## src/rtl/fifo_wr_arbiter_pkg.sv

```systemverilog
// rtl/fifo_wr_arbiter_pkg.sv - shared types, defaults and clog2 helper for the FIFO write arbiter
package fifo_arb_pkg;

  typedef enum logic {ARB = 1'b0, OWN = 1'b1} arb_state_t;

  localparam int NREQ_DEF  = 4;
  localparam int DW_DEF    = 8;
  localparam int BURST_DEF = 4;

  // Never returns less than 1 so single-bit indices stay legal for NREQ=2.
  function automatic int clog2(input int n);
    int r;
    r = 1;
    while ((1 << r) < n) r++;
    return r;
  endfunction

endpackage

```

## src/rtl/fifo_wr_arbiter_rr_pick.sv

```systemverilog
// rtl/fifo_wr_arbiter_rr_pick.sv - combinational round-robin picker: first set req at or after ptr, wrapping
module rr_pick
  import fifo_arb_pkg::*;
#(
  parameter int  NREQ = NREQ_DEF,
  localparam int W    = clog2(NREQ)
) (
  input  logic [NREQ-1:0] req,
  input  logic [W-1:0]    ptr,
  output logic            valid,
  output logic [W-1:0]    idx
);

  logic [W-1:0] j;

  // Walk the ring backwards so the candidate closest to ptr is written last and wins.
  always_comb begin
    valid = 1'b0;
    idx   = '0;
    j     = '0;
    for (int k = NREQ - 1; k >= 0; k--) begin
      j = W'((int'(ptr) + k) % NREQ);
      if (req[j]) begin
        valid = 1'b1;
        idx   = j;
      end
    end
  end

endmodule

```

## src/rtl/fifo_wr_arbiter.sv

```systemverilog
// rtl/fifo_wr_arbiter.sv - round-robin, burst-limited arbiter for the 16x8 FIFO write port
// Optional per-requester grant counters under ARB_STATS_EN.
module fifo_wr_arbiter
  import fifo_arb_pkg::*;
#(
  parameter int  NREQ  = NREQ_DEF,
  parameter int  DW    = DW_DEF,
  parameter int  BURST = BURST_DEF,
  localparam int W     = clog2(NREQ)
) (
  input  logic              ck,
  input  logic              rst,
  input  logic [NREQ-1:0]   req,
  input  logic [NREQ*DW-1:0] din,
  output logic [NREQ-1:0]   gnt,
  output logic [DW-1:0]     fifo_din,
  output logic              fifo_wen,
  input  logic              fifo_full,
  output logic [W-1:0]      owner,
  output logic              busy
`ifdef ARB_STATS_EN
  ,
  input  logic              stat_clr,
  output logic [NREQ*16-1:0] gcount
`endif
);

  localparam logic [3:0]   BURST_L = 4'(BURST);
  localparam logic [W-1:0] LAST    = W'(NREQ - 1);

  arb_state_t   state, state_nx;
  logic [W-1:0] owner_nx, rr_ptr, rr_ptr_nx, pick_idx;
  logic [3:0]   burst_cnt, burst_cnt_nx;
  logic         pick_valid, req_own, wr;

  rr_pick #(.NREQ(NREQ)) u_pick (
    .req   (req),
    .ptr   (rr_ptr),
    .valid (pick_valid),
    .idx   (pick_idx)
  );

  always_comb begin
    req_own  = 1'b0;
    fifo_din = din[DW-1:0];
    for (int i = 0; i < NREQ; i++) begin
      if (owner == W'(i)) begin
        req_own  = req[i];
        fifo_din = din[i*DW +: DW];
      end
    end
  end

  // Qualified by rst so a reset cycle can never leak a partial write.
  assign wr       = rst && (state == OWN) && req_own && !fifo_full;
  assign fifo_wen = wr;
  assign busy     = rst && (state == OWN);

  always_comb begin
    gnt = '0;
    for (int i = 0; i < NREQ; i++) gnt[i] = wr && (owner == W'(i));
  end

  always_ff @(posedge ck) begin
    if (!rst) begin
      state     <= ARB;
      owner     <= '0;
      rr_ptr    <= '0;
      burst_cnt <= '0;
    end else begin
      state     <= state_nx;
      owner     <= owner_nx;
      rr_ptr    <= rr_ptr_nx;
      burst_cnt <= burst_cnt_nx;
    end
  end

  always_comb begin
    state_nx     = state;
    owner_nx     = owner;
    rr_ptr_nx    = rr_ptr;
    burst_cnt_nx = burst_cnt;
    case (state)
      ARB: begin
        if (pick_valid) begin
          state_nx     = OWN;
          owner_nx     = pick_idx;
          burst_cnt_nx = '0;
        end
      end
      OWN: begin
        if (wr) burst_cnt_nx = burst_cnt + 4'd1;
        if (!req_own || (wr && (burst_cnt + 4'd1 == BURST_L))) begin
          state_nx  = ARB;
          rr_ptr_nx = (owner == LAST) ? '0 : owner + W'(1);
        end
      end
      default: state_nx = ARB;
    endcase
  end

`ifdef ARB_STATS_EN
  logic [15:0] cnt [NREQ];

  // Clear has priority over a coincident grant.
  always_ff @(posedge ck) begin
    for (int i = 0; i < NREQ; i++) begin
      if (!rst || stat_clr)
        cnt[i] <= '0;
      else if (gnt[i] && (cnt[i] != 16'hFFFF))
        cnt[i] <= cnt[i] + 16'd1;
    end
  end

  for (genvar g = 0; g < NREQ; g++) begin : g_gcount
    assign gcount[g*16 +: 16] = cnt[g];
  end
`endif

endmodule

```

## config.mk

```make
export PLATFORM = sky130hd
export DESIGN_NAME = fifo_wr_arbiter
export DESIGN_NICKNAME = d
export VERILOG_FILES = /design/src/rtl/fifo_wr_arbiter_pkg.sv /design/src/rtl/fifo_wr_arbiter_rr_pick.sv /design/src/rtl/fifo_wr_arbiter.sv
export SDC_FILE = /design/constraint.sdc
export NUM_CORES = 1
export LEC_CHECK = 0
export CAP_MARGIN = 20
export CORE_MARGIN = 2
export CORE_UTILIZATION = 35
export CTS_CLUSTER_DIAMETER = 40
export DETAILED_ROUTE_END_ITERATION = 10
export PLACE_DENSITY = 0.72
export SLEW_MARGIN = 0
export SYNTH_ARGS = -nofsm -noshare
export SYNTH_HDL_FRONTEND = slang
export SYNTH_SLANG_ARGS = --single-unit
```

## constraint.sdc

```tcl
create_clock -name ck -period 2.95 [get_ports ck]
set_input_delay 0.885 -clock ck [delete_from_list [all_inputs] [get_ports ck]]
set_output_delay 0.885 -clock ck [all_outputs]
set_load 0.02 [all_outputs]
```

==> Yosys cells after proc, flatten, opt, wreduce, memory -nomap -nowiden <==
Index checks and enable logic that the tools add are counted.
{ "op_classes": {"addsub": 5, "magnitude_cmp": 4, "eq_ne": 6, "mux": 30, "bitwise_logic": 1, "n_reduce_logical": 15} }
{ "ops": {"columns": ["cell", "n"], "rows": [
  ["8-bit two-way mux", 3],
  ["1-bit two-way mux", 14],
  ["2-bit by 3-bit < comparator with 1-bit output, second input constant", 4],
  ["2-bit two-way mux", 5],
  ["1-bit binary-select mux with 2-bit select", 4],
  ["1-bit logical AND", 8],
  ["4-bit two-way mux", 2],
  ["4-bit case mux with 2 select lines", 1],
  ["2-bit AND reduction", 3],
  ["2-bit by 1-bit adder with 2-bit output, second input constant", 2],
  ["2-bit adder, second input constant", 2],
  ["4-bit by 1-bit adder with 4-bit output, second input constant", 1],
  ["2-bit equality test, second input constant", 2],
  ["4-bit by 3-bit equality test with 1-bit output, second input constant", 1],
  ["2-bit by 1-bit equality test with 1-bit output, second input constant", 1],
  ["1-bit logical NOT", 2],
  ["2-bit logical NOT", 1],
  ["2-bit by 1-bit inequality test with 1-bit output, second input constant", 1],
  ["2-bit inequality test, second input constant", 1],
  ["1-bit case mux with 2 select lines", 1],
  ["1-bit logical OR", 1],
  ["1-bit inverter", 1]
]} }
{ "word_totals": {"ff_bits": 9, "out_inout_bits": 16, "elab_cells": 65} }

==> Depth between registers and ports, before layout <==
Gate-level depths: netlist of the first run.
{ "depth": {"depth_word": 11, "mapped_depth": 8} }

==> Modules after synthesis <==
A second synthesis of the first run with hierarchy kept.
{ "hier_totals": {"hier_cells": 134, "hier_area_um2": 985.9} }
{ "by_module_without_submodules": {"columns": ["mod", "instances", "cells_each", "area_each_um2", "seq_area_each_um2"], "rows": [
  ["fifo_wr_arbiter", 1, 121, 908.4, 180.2],
  ["rr_pick", 1, 13, 77.6, 0.0]
]} }

==> Worst setup path before layout of the first run <==
No wires, ideal clock.
{ "synth_timing": {"kind": "reg2out", "start": "reg owner[0]", "end": "out gnt[0]", "arrival_time_ps": 1789, "required_ps": 2065, "slack_ps": 276, "stages_incl_launch_ff": 9, "path_cell_list": "dfxtp_1 inv_1 ha_1 buf_6 nor2b_4 o21ai_4 nand3_2 inv_2 and2_1"} }
{ "synth_via": {"elab_chain_len": 8} }
{ "synth_lines": {"columns": ["element", "line", "text"], "rows": [
  ["start: declaration", "fifo_wr_arbiter.sv:19", "output logic [W-1:0] owner,"],
  ["start signal: assignment", "fifo_wr_arbiter.sv:72", "owner <= owner_nx;"],
  ["2-bit logical NOT", "fifo_wr_arbiter.sv:47", "if (owner == W'(i)) begin"],
  ["1-bit two-way mux (3 in a row)", "fifo_wr_arbiter.sv:47", null],
  ["1-bit two-way mux (*)", "fifo_wr_arbiter.sv:47", null],
  ["1-bit logical AND (*) (2 in a row)", "fifo_wr_arbiter.sv:55", "assign wr = rst && (state == OWN) && req_own && !fifo_full;"],
  ["via fifo_wen", "fifo_wr_arbiter.sv:17", "output logic fifo_wen,"],
  ["1-bit logical AND (*)", "fifo_wr_arbiter.sv:61", "for (int i = 0; i < NREQ; i++) gnt[i] = wr && (owner == W'(i));"],
  ["end: declaration", "fifo_wr_arbiter.sv:15", "output logic [NREQ-1:0] gnt,"]
]} }
The timed path passes the listed nets; every way through them passes the cells marked *.

==> Final worst setup path of the first run <==
{ "layout_timing": {"start": "in rst", "end": "out gnt[0]"} }
{ "layout_via": {"elab_chain_len": 4} }
{ "layout_lines": {"columns": ["element", "line", "text"], "rows": [
  ["start: declaration", "fifo_wr_arbiter.sv:12", "input logic rst,"],
  ["1-bit logical AND (3 in a row)", "fifo_wr_arbiter.sv:55", null],
  ["1-bit logical AND", "fifo_wr_arbiter.sv:61", null]
]} }
Every way passes these cells.

==> qor.csv, run 1 <==
stage,metric,value,unit
power_and_ir_drop,max-vdd-ir-drop,0.170,mV
sta,setup_tns,0,ns
finish,final_nets,252,
power_and_ir_drop,p_per_area,303,nW/µm²
sta,setup_ws,0.0652,ns
placed_design,io_buffers,54,
hold_path,min_path_cells,1,
global_route,grt_pass1_vias,1214,
die,die_height,59.2,µm
finish,layout.cells.non_filler,240,
critical_path,worst-path-buf-inv,3,
drt,drtAntennaViolNets,0,
power_and_ir_drop,p_int,332,µW
power_and_ir_drop,power.switching,193,µW
critical_path,r2r-start,owner[1],
drt,drc,0,
sta,setup_viol,0,
cts,cts_tree,done,
critical_path,path_class,in -> out,
sta,clock.fmax,347,MHz
sta,min_period,2.88,ns
cts,clock_tree.buffer_depth,2,
finish,seqCellArea,180,µm²
sta,finalHoldViolations,0,
synth,synthFlopType,dfxtp_1,
sta,min_period_over_period,0.978,
critical_path,cp-end-kind,primary output,
cts,ctsHtreeMaxLevel,1,
synth,synth_top_area_share,0.169,
cts,postCtsHoldBufs,0,
drt,routed_wl,3.28,mm
hold_path,min-delay-start,burst_cnt[0],
sta,tightest_slew,0.383,ns
critical_path,reg2reg_setup_slack,1.05,ns
synth,ys_types,46,
run,cap_violations,0,
synth,synth_area_leaders,"dfxtp_1 17%, mux2i_1 8.5%, a21oi_1 7.0%",
die,rows,20,
finish,layout-drive-gt1-share,0.266,
cts,clk_pin_slew_worst_paths,0.06,ns
critical_path,reg2reg_depth,8,
finish,antennaDiodeCount,0,
drt,wl_per_cell,13.7,µm
global_route,grt_first_pass_wirelength,5.23,mm
die,dieArea,3500,µm²
synth,yosysWarnings,0,
synth,synth_edf_count,0,
critical_path,start_kind,input port,
finish,syn_to_final_growth,62.3,%
power_and_ir_drop,power.share.switching,0.367,
sta,slew_headroom,0.742,
power_and_ir_drop,combinationalPowerShare,0.546,
critical_path,r2r-end,burst_cnt[1],
synth,ys_ff_latch,9,
run_status,status,finished clean,
cts,clock_latency,0.27,ns
synth,ys_seq_area_frac,0.169,
critical_path,crit_family,buffers and inverters,
power_and_ir_drop,pwr-share-seq,0.269,
finish,n_fill_cell,299,
hold_path,holdPathEnd,burst_cnt[0],
power_and_ir_drop,power.share.clock,0.184,
drt,via_per_inst,5.27,
synth,synth_top_area_cell,dfxtp_1,
global_route,grt_usage,0.191,
synth,syn_nets,180,
die,start_util,0.358,
synth,post_synth.cell_area_avg,7.84,µm²
critical_path,slowest_delay,0.47,ns
global_route,antenna_found_initial,0,
critical_path,crit_arrival,2.00,ns
placed_design,place_ws,-0.479,ns
critical_path,critical_path.cell_chain,clkdlybuf4s50_1 > and3b_2 > nand3_2 > inv_2 > and2_1 > buf_4,
finish,final_util,0.581,
power_and_ir_drop,power_leakage,0.781,nW
placed_design,hpwl,2.69,mm
sta,grt_setup_unrepaired,false,
drt,vias,1264,
drt,dr.pass1.iters,4,
synth,synth_common_cells,"15 x a21oi_1, 14 x nand2_1, 10 x nor2_1, 10 x o21ai_0",
hold_path,min_path_type,reg -> reg,
sta,slew_viol_final,0,
critical_path,crit_fanout,4,
global_route,grt-ovfl-total,0,
cts,numClockSinks,9,
power_and_ir_drop,power.total,524,µW
finish,multiInputGateArea,790,µm²
synth,yosysMostFrequentCell,a21oi_1,
synth,synthCells,136,
synth,synth_area,1070,µm²
critical_path,worstPathRequired,2.07,ns
drt,drt_iter0_drc,60,
placed_design,place_congestion,0.822,
global_route,grt_start_max_net_pins,17,
placed_design,placed_cells,234,
synth,synthArstFlopShare,0,
sta,clock_skew,0.00600,ns
die,ios,55,
die,die_w,59.2,µm
cts,cts_buffers,3,
cts,root_buffer,clkbuf_4,
critical_path,slowest_stage,clkdlybuf4s50_1,
die,coreArea,2980,µm²
[timing repair]
item	CTS	global route
pin swaps	3	2
buffers inserted	2	0
gates resized for setup	34	29
endpoints found under the setup margin	14	14
[worst max path at each step]
stage               startpoint     endpoint  slack, ns  cells after the start
floorplan             owner[0]       gnt[0]       0.28                      8
global placement        req[1]       gnt[1]      -0.45                      7
detailed placement      req[1]       gnt[0]      -0.48                      7
CTS                     req[0]       gnt[0]    -0.0009                      7
global route            din[4]  fifo_din[4]       0.01                      6
finish                     rst       gnt[0]       0.07                      6
[power by group through the flow]
stage	clock network, mW	registers (mW)	logic [mW]
3_5_place_dp	0	0.144	0.300
4_1_cts	0.0997	0.141	0.290
3_3_place_gp	0	0.142	0.295
6_report	0.0965	0.141	0.286
5_1_grt	0.105	0.142	0.312
2_1_floorplan	0	0.144	0.155
[registers in the layout, summed over array words and instances (netlist names)]
register,flops
burst_cnt,4
owner,2
rr_ptr,2
state,1
[area by class of cell]
| class | count | area share |
|---|---|---|
| repair buffers | 76 | 0.383 |
| multi-input cells | 110 | 0.456 |
| inverters | 8 | 0.0174 |
| flip-flops and latches | 9 | 0.104 |
| well taps | 33 | 0.0239 |
| clock buffers | 4 | 0.0152 |
[placed cells by master, fill, tap and decap left out, types with 2 or more instances in the layout]
master           synthesis  final
nor2b_1                  2      2
nand2_2                  0      2
ha_1                     5      5
a21oi_1                 15     15
and2_1                   3      3
buf_2                    1      3
clkbuf_2                 0      8
dfxtp_1                  9      9
clkbuf_4                 0      3
mux2i_1                  9      9
nand4_1                  4      4
nor2_1                  10     10
and3_1                   4      4
o2111ai_1                2      2
nand2_1                 14     12
dlygate4sd2_1            0      2
buf_4                    0     23
dlymetal6s2s_1           0      3
o21ai_0                 10     10
a31oi_1                  2      2
clkdlybuf4s50_1          0     35
inv_1                    7      7
nand3_1                  3      3
[layer usage]
| layer | track usage | up-vias | routed length, µm |
|---|---|---|---|
| li1 | - | 634 | - |
| met2 | 0.350 | 52 | 1580 |
| met4 | 0.0747 | 0 | 63 |
| met1 | 0.212 | 571 | 1340 |
| met5 | 0 | - | 0 |
| met3 | 0.0415 | 7 | 292 |
[kinds of logic after synthesis]
family	after synthesis	share of synthesized area
buffers and inverters	17	0.0962
flip-flops	9	0.169
AO/OA/AOI/OAI	41	0.268
multiplexers	10	0.0986
adder cells (fa/ha/maj)	5	0.0587
AND/OR/NAND/NOR	54	0.310
[per-stage QoR]
stage          hold WS, ns  instance area, µm²
6_report             0.495                1730
5_1_grt              0.550                1730
4_1_cts              0.500                1750
3_5_place_dp         0.489                1740
3_3_place_gp         0.474                1740
2_1_floorplan        0.450                1070
[worst reg2reg max path, stage by stage (launching register included)]
cell and delay [ns]:
dfxtp_1 0.41, inv_1 0.09, ha_1 0.26, buf_12 0.17, o21ai_2 0.17, nand3_2 0.11, buf_4 0.14, buf_4 0.14
mux2_4 0.29
(Power assumes the default switching activity.)
==> run 2: changes to the inputs <==
- CTS_CLUSTER_SIZE: unset -> 25
==> results of run 2 <==
Same layout as run 1: the final DEF is identical, and so are final timing and power.
